File: src/rtl/repeat_sig_gen_param_if.sv
// Coordinate-in / repeat-signal-out stream bundle for repeat_sig_gen_param.
// The slave modport is the generator's view; master is the upstream/downstream environment.
interface repeat_sig_gen_param_if #(
  parameter int DATA_WIDTH = 16
);
  logic [DATA_WIDTH:0] base_data_in;
  logic                base_data_in_valid;
  logic                base_data_in_ready;
  logic [DATA_WIDTH:0] repsig_data_out;
  logic                repsig_data_out_valid;
  logic                repsig_data_out_ready;

  modport master (
    output base_data_in,
    output base_data_in_valid,
    input  base_data_in_ready,
    input  repsig_data_out,
    input  repsig_data_out_valid,
    output repsig_data_out_ready
  );

  modport slave (
    input  base_data_in,
    input  base_data_in_valid,
    output base_data_in_ready,
    output repsig_data_out,
    output repsig_data_out_valid,
    input  repsig_data_out_ready
  );
endinterface

File: src/rtl/repeat_sig_gen_param.sv
// Sparse repeat-signal generator: one (or rep_count) R tokens per coordinate, rebased STOP
// forwarding, DONE forwarding with a tile_done pulse, and skid FIFOs on both sides.
module repeat_sig_gen_param #(
  parameter int DATA_WIDTH = 16,
  parameter int IN_DEPTH   = 2,
  parameter int OUT_DEPTH  = 2,
  parameter int CNT_WIDTH  = 8
) (
  input  logic                 clk,
  input  logic                 rst_n,
  input  logic                 clk_en,
  input  logic                 flush,
  input  logic                 tile_en,
  input  logic                 mode,
  input  logic [CNT_WIDTH-1:0] rep_count,
  input  logic [7:0]           stop_lvl,
  output logic                 tile_done,
  repeat_sig_gen_param_if.slave bus
);
  localparam int W   = DATA_WIDTH + 1;
  localparam int IAW = $clog2(IN_DEPTH);
  localparam int OAW = $clog2(OUT_DEPTH);
  localparam logic [W-1:0] R_WORD = {1'b0, DATA_WIDTH'(1)};

  typedef enum logic [1:0] {S_IDLE, S_REP, S_CTRL, S_DONE} state_t;

  // ---------------- input FIFO ----------------
  logic [W-1:0] in_mem [IN_DEPTH];
  logic [IAW:0] in_wr_reg, in_rd_reg;
  logic         in_full, in_empty, in_push, in_pop;
  logic         alive_reg;

  assign in_empty = (in_wr_reg == in_rd_reg);
  assign in_full  = (in_wr_reg[IAW] != in_rd_reg[IAW]) &&
                    (in_wr_reg[IAW-1:0] == in_rd_reg[IAW-1:0]);
  // alive_reg keeps ready low while in reset and for the cycle after a flush
  assign bus.base_data_in_ready = alive_reg & tile_en & ~in_full;
  assign in_push = bus.base_data_in_valid & bus.base_data_in_ready & clk_en;

  always_ff @(posedge clk) begin
    if (in_push)
      in_mem[in_wr_reg[IAW-1:0]] <= bus.base_data_in;
  end

  always_ff @(posedge clk or negedge rst_n) begin
    if (!rst_n) begin
      in_wr_reg <= '0;
      in_rd_reg <= '0;
    end else if (clk_en) begin
      if (flush) begin
        in_wr_reg <= '0;
        in_rd_reg <= '0;
      end else begin
        if (in_push) in_wr_reg <= in_wr_reg + 1'b1;
        if (in_pop)  in_rd_reg <= in_rd_reg + 1'b1;
      end
    end
  end

  // ---------------- output FIFO ----------------
  logic [W-1:0] out_mem [OUT_DEPTH];
  logic [OAW:0] out_wr_reg, out_rd_reg;
  logic         out_full, out_empty, out_push, out_pop;
  logic [W-1:0] out_word;

  assign out_empty = (out_wr_reg == out_rd_reg);
  assign out_full  = (out_wr_reg[OAW] != out_rd_reg[OAW]) &&
                     (out_wr_reg[OAW-1:0] == out_rd_reg[OAW-1:0]);
  assign bus.repsig_data_out_valid = tile_en & ~out_empty;
  assign bus.repsig_data_out = bus.repsig_data_out_valid ? out_mem[out_rd_reg[OAW-1:0]] : '0;
  assign out_pop = bus.repsig_data_out_valid & bus.repsig_data_out_ready & clk_en;

  always_ff @(posedge clk) begin
    if (out_push && clk_en)
      out_mem[out_wr_reg[OAW-1:0]] <= out_word;
  end

  always_ff @(posedge clk or negedge rst_n) begin
    if (!rst_n) begin
      out_wr_reg <= '0;
      out_rd_reg <= '0;
    end else if (clk_en) begin
      if (flush) begin
        out_wr_reg <= '0;
        out_rd_reg <= '0;
      end else begin
        if (out_push) out_wr_reg <= out_wr_reg + 1'b1;
        if (out_pop)  out_rd_reg <= out_rd_reg + 1'b1;
      end
    end
  end

  // ---------------- control FSM ----------------
  state_t               state_reg, state_next;
  logic [CNT_WIDTH-1:0] cnt_reg, cnt_next;
  logic                 tile_done_reg, done_set;
  logic [W-1:0]         head;
  logic                 head_ctrl, head_done;
  logic [8:0]           lvl_sum;
  logic [7:0]           stop_sat;

  assign head      = in_mem[in_rd_reg[IAW-1:0]];
  assign head_ctrl = head[DATA_WIDTH];
  assign head_done = head_ctrl & head[8];
  assign lvl_sum   = {1'b0, head[7:0]} + {1'b0, stop_lvl};
  assign stop_sat  = lvl_sum[8] ? 8'hFF : lvl_sum[7:0];

  always_ff @(posedge clk or negedge rst_n) begin
    if (!rst_n)
      state_reg <= S_IDLE;
    else if (clk_en)
      state_reg <= flush ? S_IDLE : state_next;
  end

  always_comb begin
    state_next = state_reg;
    if (!tile_en) begin
      state_next = S_IDLE;
    end else begin
      case (state_reg)
        S_IDLE: begin
          if (!in_empty) begin
            if (head_done)                        state_next = S_DONE;
            else if (head_ctrl)                   state_next = S_CTRL;
            else if (!mode || (rep_count != '0))  state_next = S_REP;
          end
        end
        S_REP:   if (!out_full && (cnt_reg == CNT_WIDTH'(1))) state_next = S_IDLE;
        S_CTRL:  if (!out_full) state_next = S_IDLE;
        S_DONE:  if (!out_full) state_next = S_IDLE;
        default: state_next = S_IDLE;
      endcase
    end
  end

  always_comb begin
    in_pop   = 1'b0;
    out_push = 1'b0;
    out_word = '0;
    cnt_next = cnt_reg;
    done_set = 1'b0;
    if (!tile_en) begin
      cnt_next = '0;
    end else begin
      case (state_reg)
        S_IDLE: begin
          // a zero count in counted mode drops the coordinate right here
          if (!in_empty && !head_ctrl) begin
            in_pop   = 1'b1;
            cnt_next = mode ? rep_count : CNT_WIDTH'(1);
          end
        end
        S_REP: begin
          if (!out_full) begin
            out_push = 1'b1;
            out_word = R_WORD;
            cnt_next = cnt_reg - 1'b1;
          end
        end
        S_CTRL: begin
          if (!out_full) begin
            in_pop   = 1'b1;
            out_push = 1'b1;
            out_word = {1'b1, {(DATA_WIDTH-8){1'b0}}, stop_sat};
          end
        end
        S_DONE: begin
          if (!out_full) begin
            in_pop   = 1'b1;
            out_push = 1'b1;
            out_word = head;
            done_set = 1'b1;
          end
        end
        default: ;
      endcase
    end
  end

  always_ff @(posedge clk or negedge rst_n) begin
    if (!rst_n) begin
      cnt_reg       <= '0;
      tile_done_reg <= 1'b0;
      alive_reg     <= 1'b0;
    end else if (clk_en) begin
      if (flush) begin
        cnt_reg       <= '0;
        tile_done_reg <= 1'b0;
        alive_reg     <= 1'b0;
      end else begin
        cnt_reg       <= cnt_next;
        tile_done_reg <= done_set;
        alive_reg     <= 1'b1;
      end
    end
  end

  assign tile_done = tile_done_reg;
endmodule

File: src/flat_wrapper.sv
// flat-port wrapper written by rule: the top's interface ports become plain ports
module repeat_sig_gen_param_flat 
#(
  parameter int DATA_WIDTH = 16,
  parameter int IN_DEPTH   = 2,
  parameter int OUT_DEPTH  = 2,
  parameter int CNT_WIDTH  = 8
)
  (clk, rst_n, clk_en, flush, tile_en, mode, rep_count, stop_lvl, tile_done, bus_base_data_in, bus_base_data_in_valid, bus_base_data_in_ready, bus_repsig_data_out, bus_repsig_data_out_valid, bus_repsig_data_out_ready);
  repeat_sig_gen_param_if #(.DATA_WIDTH(DATA_WIDTH)) bus_i ();
  input  logic clk;
  input  logic rst_n;
  input  logic clk_en;
  input  logic flush;
  input  logic tile_en;
  input  logic mode;
  input  logic [CNT_WIDTH-1:0] rep_count;
  input  logic [7:0] stop_lvl;
  output logic tile_done;
  input wire logic [$bits(bus_i.base_data_in)-1:0] bus_base_data_in;
  input wire logic [$bits(bus_i.base_data_in_valid)-1:0] bus_base_data_in_valid;
  output wire logic [$bits(bus_i.base_data_in_ready)-1:0] bus_base_data_in_ready;
  output wire logic [$bits(bus_i.repsig_data_out)-1:0] bus_repsig_data_out;
  output wire logic [$bits(bus_i.repsig_data_out_valid)-1:0] bus_repsig_data_out_valid;
  input wire logic [$bits(bus_i.repsig_data_out_ready)-1:0] bus_repsig_data_out_ready;
  assign bus_i.base_data_in = bus_base_data_in;
  assign bus_i.base_data_in_valid = bus_base_data_in_valid;
  assign bus_base_data_in_ready = bus_i.base_data_in_ready;
  assign bus_repsig_data_out = bus_i.repsig_data_out;
  assign bus_repsig_data_out_valid = bus_i.repsig_data_out_valid;
  assign bus_i.repsig_data_out_ready = bus_repsig_data_out_ready;
  repeat_sig_gen_param #(.DATA_WIDTH(DATA_WIDTH), .IN_DEPTH(IN_DEPTH), .OUT_DEPTH(OUT_DEPTH), .CNT_WIDTH(CNT_WIDTH)) u_core (.clk(clk), .rst_n(rst_n), .clk_en(clk_en), .flush(flush), .tile_en(tile_en), .mode(mode), .rep_count(rep_count), .stop_lvl(stop_lvl), .tile_done(tile_done), .bus(bus_i));
endmodule
File: config.mk
export PLATFORM = sky130hd
export DESIGN_NAME = repeat_sig_gen_param_flat
export DESIGN_NICKNAME = d
export VERILOG_FILES = /design/src/rtl/repeat_sig_gen_param_if.sv /design/src/rtl/repeat_sig_gen_param.sv /design/src/flat_wrapper.sv
export SDC_FILE = /design/constraint.sdc
export NUM_CORES = 1
export LEC_CHECK = 0
export CORE_ASPECT_RATIO = 0.75
export CORE_MARGIN = 4
export CORE_UTILIZATION = 49
export DETAILED_ROUTE_END_ITERATION = 8
export MAX_ROUTING_LAYER = met4
export PLACE_DENSITY_LB_ADDON = 0.25
export RECOVER_POWER = 100
export SETUP_SLACK_MARGIN = 0.5
export SYNTH_ARGS = -nofsm -noshare
export SYNTH_HDL_FRONTEND = slang
export SYNTH_SLANG_ARGS = --single-unit
File: constraint.sdc
create_clock -name clk -period 4.45 [get_ports clk]
set_clock_uncertainty 0.05 [all_clocks]
set_input_delay 1.335 -clock clk [delete_from_list [all_inputs] [get_ports clk]]
set_output_delay 1.335 -clock clk [all_outputs]
set_load 0.005 [all_outputs]
==> flow_summary.toml <==
[status]
status = "finished, final reports clean"

[setup_path]
crit_path_start_kind = "input pin"
critPathArrivalTime_ns = 2.65
crit_path_end_kind = "output port"
crit_fanout = 18
critPathLaunch = "tile_en"
r2r_end = "u_core.out_mem[1][3]"
r2r_start = "u_core.in_rd_reg[0]"
rr_worst_depth = 7
critPathRequiredTime_ns = 3.06
criticalPathCategory = "input pin to output port"
ff2ff_setup_slack_ns = 1.13

[final_layout]
final_area_um2 = 5428
fillCellCount = 676
final_layout_size_suffix_gt1_frac = 0.08736
antenna_cells = 0
post-route-util = 0.6259
fin_cells = 543
area_delta_synth_final_pct = 21.07
fin_nets = 482

[clock_tree]
htree_levels = 3
cts_sinks = 88
clock_latency_ns = 0.34
ctsResizeCount = 2
root_buffer = "clkbuf_16"
path_clk_slew_ns = 0.06
cts_setup_buffers = 0
cts_made_buffers = 9
cts_max_path_buffers = 2
cts_hold_buf = 0
tritoncts = "yes"

[floorplan]
die_h_um = 90.84
num_rows = 29
die_w_um = 118.5
start_util = 0.5170
die-area_um2 = 10760
core_area_um2 = 8672
ioPinCount = 61

[sta]
fin_ws_ns = 0.4200
slew_violations = 0
hold_viol = 0
rsz0062_at_grt = "no"
slew_headroom = 0.2817
whs_ns = 0.4670
period_share = 0.9056
worst_pin_slew_ns = 1.077
finalCriticalPeriod_ns = 4.030
tns_ns = 0
setup_viol = 0
fmax_ghz = 0.2481

[synthesis]
syn_avg_cell_area_um2 = 12.12
synth.distinct_cells = 60
ys.flop_type = "edfxtp_1"
ys_seq_elements = 88
yosys_warnings = 0
synth.cell_area_um2 = 4483
yosysSeqAreaShare = 0.5671
postSynthNetCount = 422
synth_edf_count = 68
syn_inst = 370
synthArstFlopShare = 0.2273

[place]
dp_cells = 527
io_buffers = 60
place_congestion = 0.8977
dp_worst_setup_slack_ns = 0.2312
dpl-instance-area_um2 = 5195
hpwl_mm = 6.977

[routing]
ant_nets = 0
num_vias = 3123
drc = 0
first_pass_iters = 5
detail_route.vias_per_cell = 5.751
wl_per_cell_um = 17.89
drt_iter0_drc = 308
drt_wl_total_mm = 9.713

[global_routing]
grt_pass1_wl_mm = 15.78
antenna_found_initial = 0
grt_pass1_vias = 3099
grt_usage = 0.1914
grt_max_degree = 22
grt-ovfl-total = 0

[power]
total_power_mw = 2.705
p_per_area_nw_per_um2 = 498.4
peakVddDrop_v = 0.0002134
power_leakage_nw = 1.986

[run]
drv_cap = 0

[worst_hold_path]
holdPathStages = 1
min_path_type = "flop to flop"
min_from = "u_core.tile_done"
whs_endpoint = "u_core.tile_done"
==> synth_stat cells (all sizes together) (2+ instances only) <==
master,number,area [um^2]
ha,10,125.1
a32o,2,20.02
o21ai,19,113.9
mux2,10,112.6
o211ai,6,55.05
a31o,2,17.52
inv,11,41.29
a211oi,4,40.03
nand2,18,67.56
and3,3,23.77
xnor2,7,61.31
nor3b,4,40.03
nor3,11,55.05
nand4,3,18.77
a22o,4,35.03
xor2,6,60.06
mux2i,29,290.3
nor2,45,176.4
a2111oi,2,23.77
edfxtp,68,2042
a21o,3,22.52
o21a,2,15.01
nor2b,5,31.28
a31oi,3,18.77
o31ai,3,22.52
dfrtp,20,500.5
o2bb2ai,7,61.31
clkbuf,8,30.03
nor4,4,25.02
a21oi,10,50.05
nand2b,5,31.28
buf,12,61.31
nand3,10,50.05
==> cells in the final DEF, fill, tap and decap left out, types with 6 or more instances in the layout <==
| cell | n |
|---|---|
| o21ai_0 | 13 |
| clkbuf_1 | 6 |
| a21oi_1 | 10 |
| nand2_1 | 18 |
| mux2_2 | 10 |
| mux2i_1 | 29 |
| clkbuf_16 | 9 |
| ha_1 | 10 |
| inv_1 | 10 |
| edfxtp_1 | 68 |
| xnor2_1 | 7 |
| nand3_1 | 10 |
| clkdlybuf4s50_1 | 19 |
| nor2_1 | 44 |
| dlygate4sd3_1 | 40 |
| dfrtp_1 | 20 |
| o2bb2ai_1 | 7 |
| nor3_1 | 11 |
==> worst max-delay path, stage by stage <==
cell and delay [ns]:
dlygate4sd2_1 0.27, o21ai_2 0.30, nor2_1 0.13, dlygate4sd3_1 0.61
==> where the power goes <==
part	total (mW)	switching [mW]	internal (mW)
Clock	0.749	0.311	0.438
Sequential	1.04	0.0927	0.950
Combinational	0.914	0.495	0.419
==> cell type report <==
class | instances | area, um^2 | area share
clock buffer | 10 | 229.0 | 0.04219
clock inverter | 6 | 67.56 | 0.01245
inverter | 11 | 41.29 | 0.007607
multi-input combinational | 251 | 1767 | 0.3255
sequential | 88 | 2542 | 0.4684
tap | 108 | 135.1 | 0.02490
timing repair buffer | 69 | 645.6 | 0.1189
==> per-layer routing <==
| metal | part of all wire | up-vias | track usage |
|---|---|---|---|
| li1 | - | 1507 | - |
| met1 | 0.47 | 1506 | 0.2581 |
| met2 | 0.47 | 97 | 0.3010 |
| met3 | 0.050 | 13 | 0.04321 |
| met4 | 0.0094 | 0 | 0.03954 |
| met5 | 0 | - | - |
==> cells by family (layout without fill, tap and decap cells) <==
group	Yosys count	in the layout	share of synthesized area
simple gates	112	112	0.1225
flops	88	88	0.5671
compound gates	76	76	0.1315
mux	39	39	0.08987
buf+inv	31	96	0.02958
xor+xnor	13	13	0.02707
fa+ha+maj	11	11	0.03238
==> worst max path at each step <==
stage	to	depth (start not counted)
floorplan	bus_repsig_data_out[10]	3
global placement	bus_repsig_data_out[16]	4
detailed placement	bus_repsig_data_out[6]	4
CTS	bus_base_data_in_ready	5
global route	u_core.in_wr_reg[0]	7
finish	bus_repsig_data_out[5]	4
Power figures use the tool's default switching activity.
==> variant 1, RTL diff (same settings) <==
`DATA_WIDTH` is set to 16 in 3 places; all go to 24.
--- a/src/rtl/repeat_sig_gen_param_if.sv
+++ b/src/rtl/repeat_sig_gen_param_if.sv
@@ -3,3 +3,3 @@
 interface repeat_sig_gen_param_if #(
-  parameter int DATA_WIDTH = 16
+  parameter int DATA_WIDTH = 24
 );
--- a/src/rtl/repeat_sig_gen_param.sv
+++ b/src/rtl/repeat_sig_gen_param.sv
@@ -3,3 +3,3 @@
 module repeat_sig_gen_param #(
-  parameter int DATA_WIDTH = 16,
+  parameter int DATA_WIDTH = 24,
   parameter int IN_DEPTH   = 2,
--- a/src/flat_wrapper.sv
+++ b/src/flat_wrapper.sv
@@ -3,3 +3,3 @@
 #(
-  parameter int DATA_WIDTH = 16,
+  parameter int DATA_WIDTH = 24,
   parameter int IN_DEPTH   = 2,
Interface: changed (resized bus_base_data_in and bus_repsig_data_out); port bits go from 61 to 77. The function was not compared with the original's and may differ.
==> variant 1 against the unedited design <==
Cell area up 33%; first-iteration DRC count fell by 28%; routed wire length rose by 29%; total power up 51%; utilization up 2.3 points; combinational power increased by 32%; area after synthesis increased by 28%; die area up 25%; count of clock-buffer cells in the layout rose by 7; sequential cell count grew 32; via count rose by 26%; critical path depth increased by 1; worst setup slack worse by 0.043 ns; critical path type unchanged.
==> variant 1: results (changes against the unedited design) <==
==============================================================================
Layout Cells excl Fill                                                     683   +26%
Final weighted congestion in routability-driven placement               0.8705   -3.0%
First-pass GRT wire length                                            19910 µm   +26%
Maximum fanout along the worst path                                          8   -10
Via density per instance                                                 5.777   +0.45%
Worst reg2reg setup slack                                              0.92 ns   -0.21 ns
Total Routed Length                                                   12520 µm   +29%
HPWL after detailed placement                                          8484 µm   +22%
Share of flip-flops with an asynchronous set or reset                   16.67%   -6.1 points
Proportion of layout cells with a drive suffix above 1                  10.13%   +1.4 points
WHS                                                                  0.4422 ns   -0.02484 ns
Worst path max stage delay                                             0.58 ns   -0.03 ns
Classification of the worst-slack hold path                            reg2reg
Num CTS Buffers                                                             17   +8
Clock share of power                                                     34.7%   +7.0 points
Synth Net Count                                                            505   +20%
Part of the Yosys area used for sequential elements                     61.26%   +4.5 points
Most area-consuming cells after synthesis                         sky130_fd_sc_hd__edfxtp_1, sky130_fd_sc_hd__dfrtp_1, sky130_fd_sc_hd__mux2i_1
Power Sequential                                                     0.00145 W   +39%
Starting DRC count in detailed routing                                     222   -28%
Number of nets in the layout                                               590   +22%
Internal power contribution                                         0.002774 W   +53%
Min-Delay Path Depth                                                         1   unchanged
All-layer global routing usage                                          20.03%   +0.89 points
Total power divided by cell area                                  564.9 nW/µm²   +13%
Data arrival time of the worst path                                    2.69 ns   +0.04 ns
Placed cell count                                                          651   +24%
Last element of the critical path                                 bus_repsig_data_out[7]
Largest buffer count on any clock path                                       2   unchanged
Largest net degree at the start of global routing                           27   +23%
Worst skew pair latency                                                0.41 ns   +0.07 ns
Number of different library cells in the post-synthesis netlist             64   +6.7%
Peak supply drop                                                     0.3748 mV   +76%
Mean post-synth cell area                                            12.85 µm²   +6.1%
Max H-tree Level                                                             4   +1
Worst R2R End                                                     u_core.cnt_reg[4]
Leading cell types by count after synthesis                       sky130_fd_sc_hd__edfxtp_1, sky130_fd_sc_hd__nor2_1, sky130_fd_sc_hd__mux2i_1
Run status                                                        finished, final reports clean
Vias in the first global route                                            3944   +27%
==============================================================================
## variant 1: cell count changes after synthesis, moves of 5 or more
cell	before	now
sky130_fd_sc_hd__nand2_1	18	13
sky130_fd_sc_hd__edfxtp_1	68	100
sky130_fd_sc_hd__a211oi_1	2	13
sky130_fd_sc_hd__o21ai_1	5	0
sky130_fd_sc_hd__nor2_1	44	59
sky130_fd_sc_hd__mux2i_1	29	44
sky130_fd_sc_hd__inv_1	10	20
sky130_fd_sc_hd__nor3_1	11	3
## variant 1: logic make-up after synthesis
kind of cell / count (synthesis) / share of synthesized area (%)
multiplexers: 53 / 9.473
XOR/XNOR: 8 / 1.356
AO/OA/AOI/OAI: 90 / 11.99
buffers and inverters: 44 / 3.172
adder cells (fa/ha/maj): 11 / 2.538
flip-flops: 120 / 61.26
AND/OR/NAND/NOR: 119 / 10.22
## variant 1: per-stage QoR
stage	area, µm²	worst slack [ns]
3_5_place_dp	6690	0.2093
4_1_cts	7311	0.5101
6_report	7236	0.3773
3_3_place_gp	6690	0.2408
2_1_floorplan	5731	0.5528
5_1_grt	7236	0.3143
## variant 1: layer usage
metal	GRT usage, %	vias up	wire length (µm)	part of all wire [%]
li1	-	1878	-	-
met3	5.462	11	583	4.7
met4	5.831	0	104	0.83
met5	-	-	0	0
met2	32.38	126	6201	50
met1	25.11	1931	5630	45
## variant 1: area by class of cell
| type | instances | area, µm² |
|---|---|---|
| repair buffers | 90 | 824.5 |
| well taps | 140 | 175.2 |
| flip-flops and latches | 120 | 3505 |
| inverters | 20 | 75.07 |
| clock buffers | 17 | 425.4 |
| clock inverters | 15 | 188.9 |
| multi-input cells | 281 | 2042 |
| fillers | 826 | 3913 |
## variant 1: repair_timing
action / 4_1_cts / 5_1_grt
gates resized for setup: 3 / 2
endpoints found under the setup margin: 27 / 23
gates cloned: 0 / 0
==> variant 2, RTL diff (same flow settings) <==
Made on the original files. Register the input `mode` before use, with the module's reset. The logic sees it one clock later. The other inputs are not delayed to match.
--- a/src/rtl/repeat_sig_gen_param.sv
+++ b/src/rtl/repeat_sig_gen_param.sv
@@ -26,2 +26,12 @@
 
+  logic mode_q;
+
+  always_ff @(posedge clk or negedge rst_n) begin
+    if (!rst_n) begin
+      mode_q <= '0;
+    end else begin
+      mode_q <= mode;
+    end
+  end
+
   // ---------------- input FIFO ----------------
@@ -124,3 +134,3 @@
             else if (head_ctrl)                   state_next = S_CTRL;
-            else if (!mode || (rep_count != '0))  state_next = S_REP;
+            else if (!mode_q || (rep_count != '0))  state_next = S_REP;
           end
@@ -149,3 +159,3 @@
             in_pop   = 1'b1;
-            cnt_next = mode ? rep_count : CNT_WIDTH'(1);
+            cnt_next = mode_q ? rep_count : CNT_WIDTH'(1);
           end
Function: changed (Yosys sat finds a counterexample within 10 cycles, from zero or initial values and one cycle with rst_n low).
==> variant 2 against the unedited design <==
Via count is 1.5% lower; count of clock-buffer cells in the layout is 4 higher; area after synthesis is 3.7% lower; worst setup slack worse by 0.11 ns; sequential cell count is 1 higher; sequential share of layout area is 1.3 points higher; critical path type unchanged; hold slack worse by 0.020 ns; critical path depth is 1 higher; routed wire length is 0.82% higher; die area is 3.4% lower; total power is 9.4% lower; cell area is 1.8% lower.
==> variant 2: results (changes against the unedited design) <==
========================================================================
Routed length on met1                                            4410 µm   -3.8%
Met3 track demand over resource in global routing                 7.240%   +2.9 points
Number of fill cells in the layout                                   664   -1.8%
Worst R2R End                                               u_core.out_mem[0][7]
Peak supply drop                                               0.2612 mV   +22%
Static Leakage                                                  1.866 nW   -6.1%
Leading cell types by count after synthesis                 sky130_fd_sc_hd__edfxtp_1, sky130_fd_sc_hd__nor2_1, sky130_fd_sc_hd__mux2i_1
Vias                                                                3076   -1.5%
Largest net degree at the start of global routing                     23   +4.5%
Most area-consuming cells after synthesis                   sky130_fd_sc_hd__edfxtp_1, sky130_fd_sc_hd__dfrtp_1, sky130_fd_sc_hd__mux2i_1
Met2 WL post-DR                                                  4361 µm   -4.2%
Synth Net Count                                                      409   -3.1%
Number of nets in the layout                                         476   -1.2%
Worst path max stage delay                                       0.57 ns   -0.04 ns
Placed Area                                                     5084 µm²   -2.1%
Xor and xnor fraction of the mapped netlist area                  3.043%   +0.34 points
Slew at the pin with the worst max-slew slack                   1.044 ns   -0.03366 ns
Multiplexer fraction of the synthesized cell area                 8.461%   -0.53 points
Vias in the first global route                                      3001   -3.2%
Maximum fanout along the worst path                                   12   -6
Met2 capacity usage during global routing                         29.75%   -0.35 points
Clock net power                                               0.000722 W   -3.6%
Run status                                                  finished, final reports clean
Part of the Yosys area used for sequential elements               59.46%   +2.7 points
Final weighted congestion in routability-driven placement         0.9069   +1.0%
Share of flip-flops with an asynchronous set or reset             23.60%   +0.87 points
Last element of the critical path                           bus_repsig_data_out[12]
Wire length on met3                                               898 µm   +85%
========================================================================
variant 2: area by class of cell:
cell class              count  area (µm²)  share of cell area [%]
inverters                  14       52.55                  0.9864
clock buffers              14       275.3                   5.167
flip-flops and latches     89        2567                   48.19
repair buffers             71       659.4                   12.38
clock inverters             2       12.51                  0.2349
well taps                 108       135.1                   2.536
multi-input cells         239        1625                   30.51
variant 2: timing repair:
action / 4_1_cts / 5_1_grt
resized for setup: 6 / 2
setup endpoints to repair: 19 / 3
pin swaps: 0 / 0
hold buffers: 0 / 0
variant 2: through the flow:
step                std cells  total power [W]  hold slack [ns]  setup slack (ns)  utilization [%]
global route              537         0.002588           0.4530            0.2587            62.48
global placement          521         0.001725           0.4305            0.2640            59.62
detailed placement        521         0.001743           0.4357            0.2027            59.62
CTS                       537         0.002476           0.4531            0.5098            63.14
floorplan                 357         0.001524           0.4204            0.9082                -
finish                    537         0.002451           0.4468            0.3068            62.48
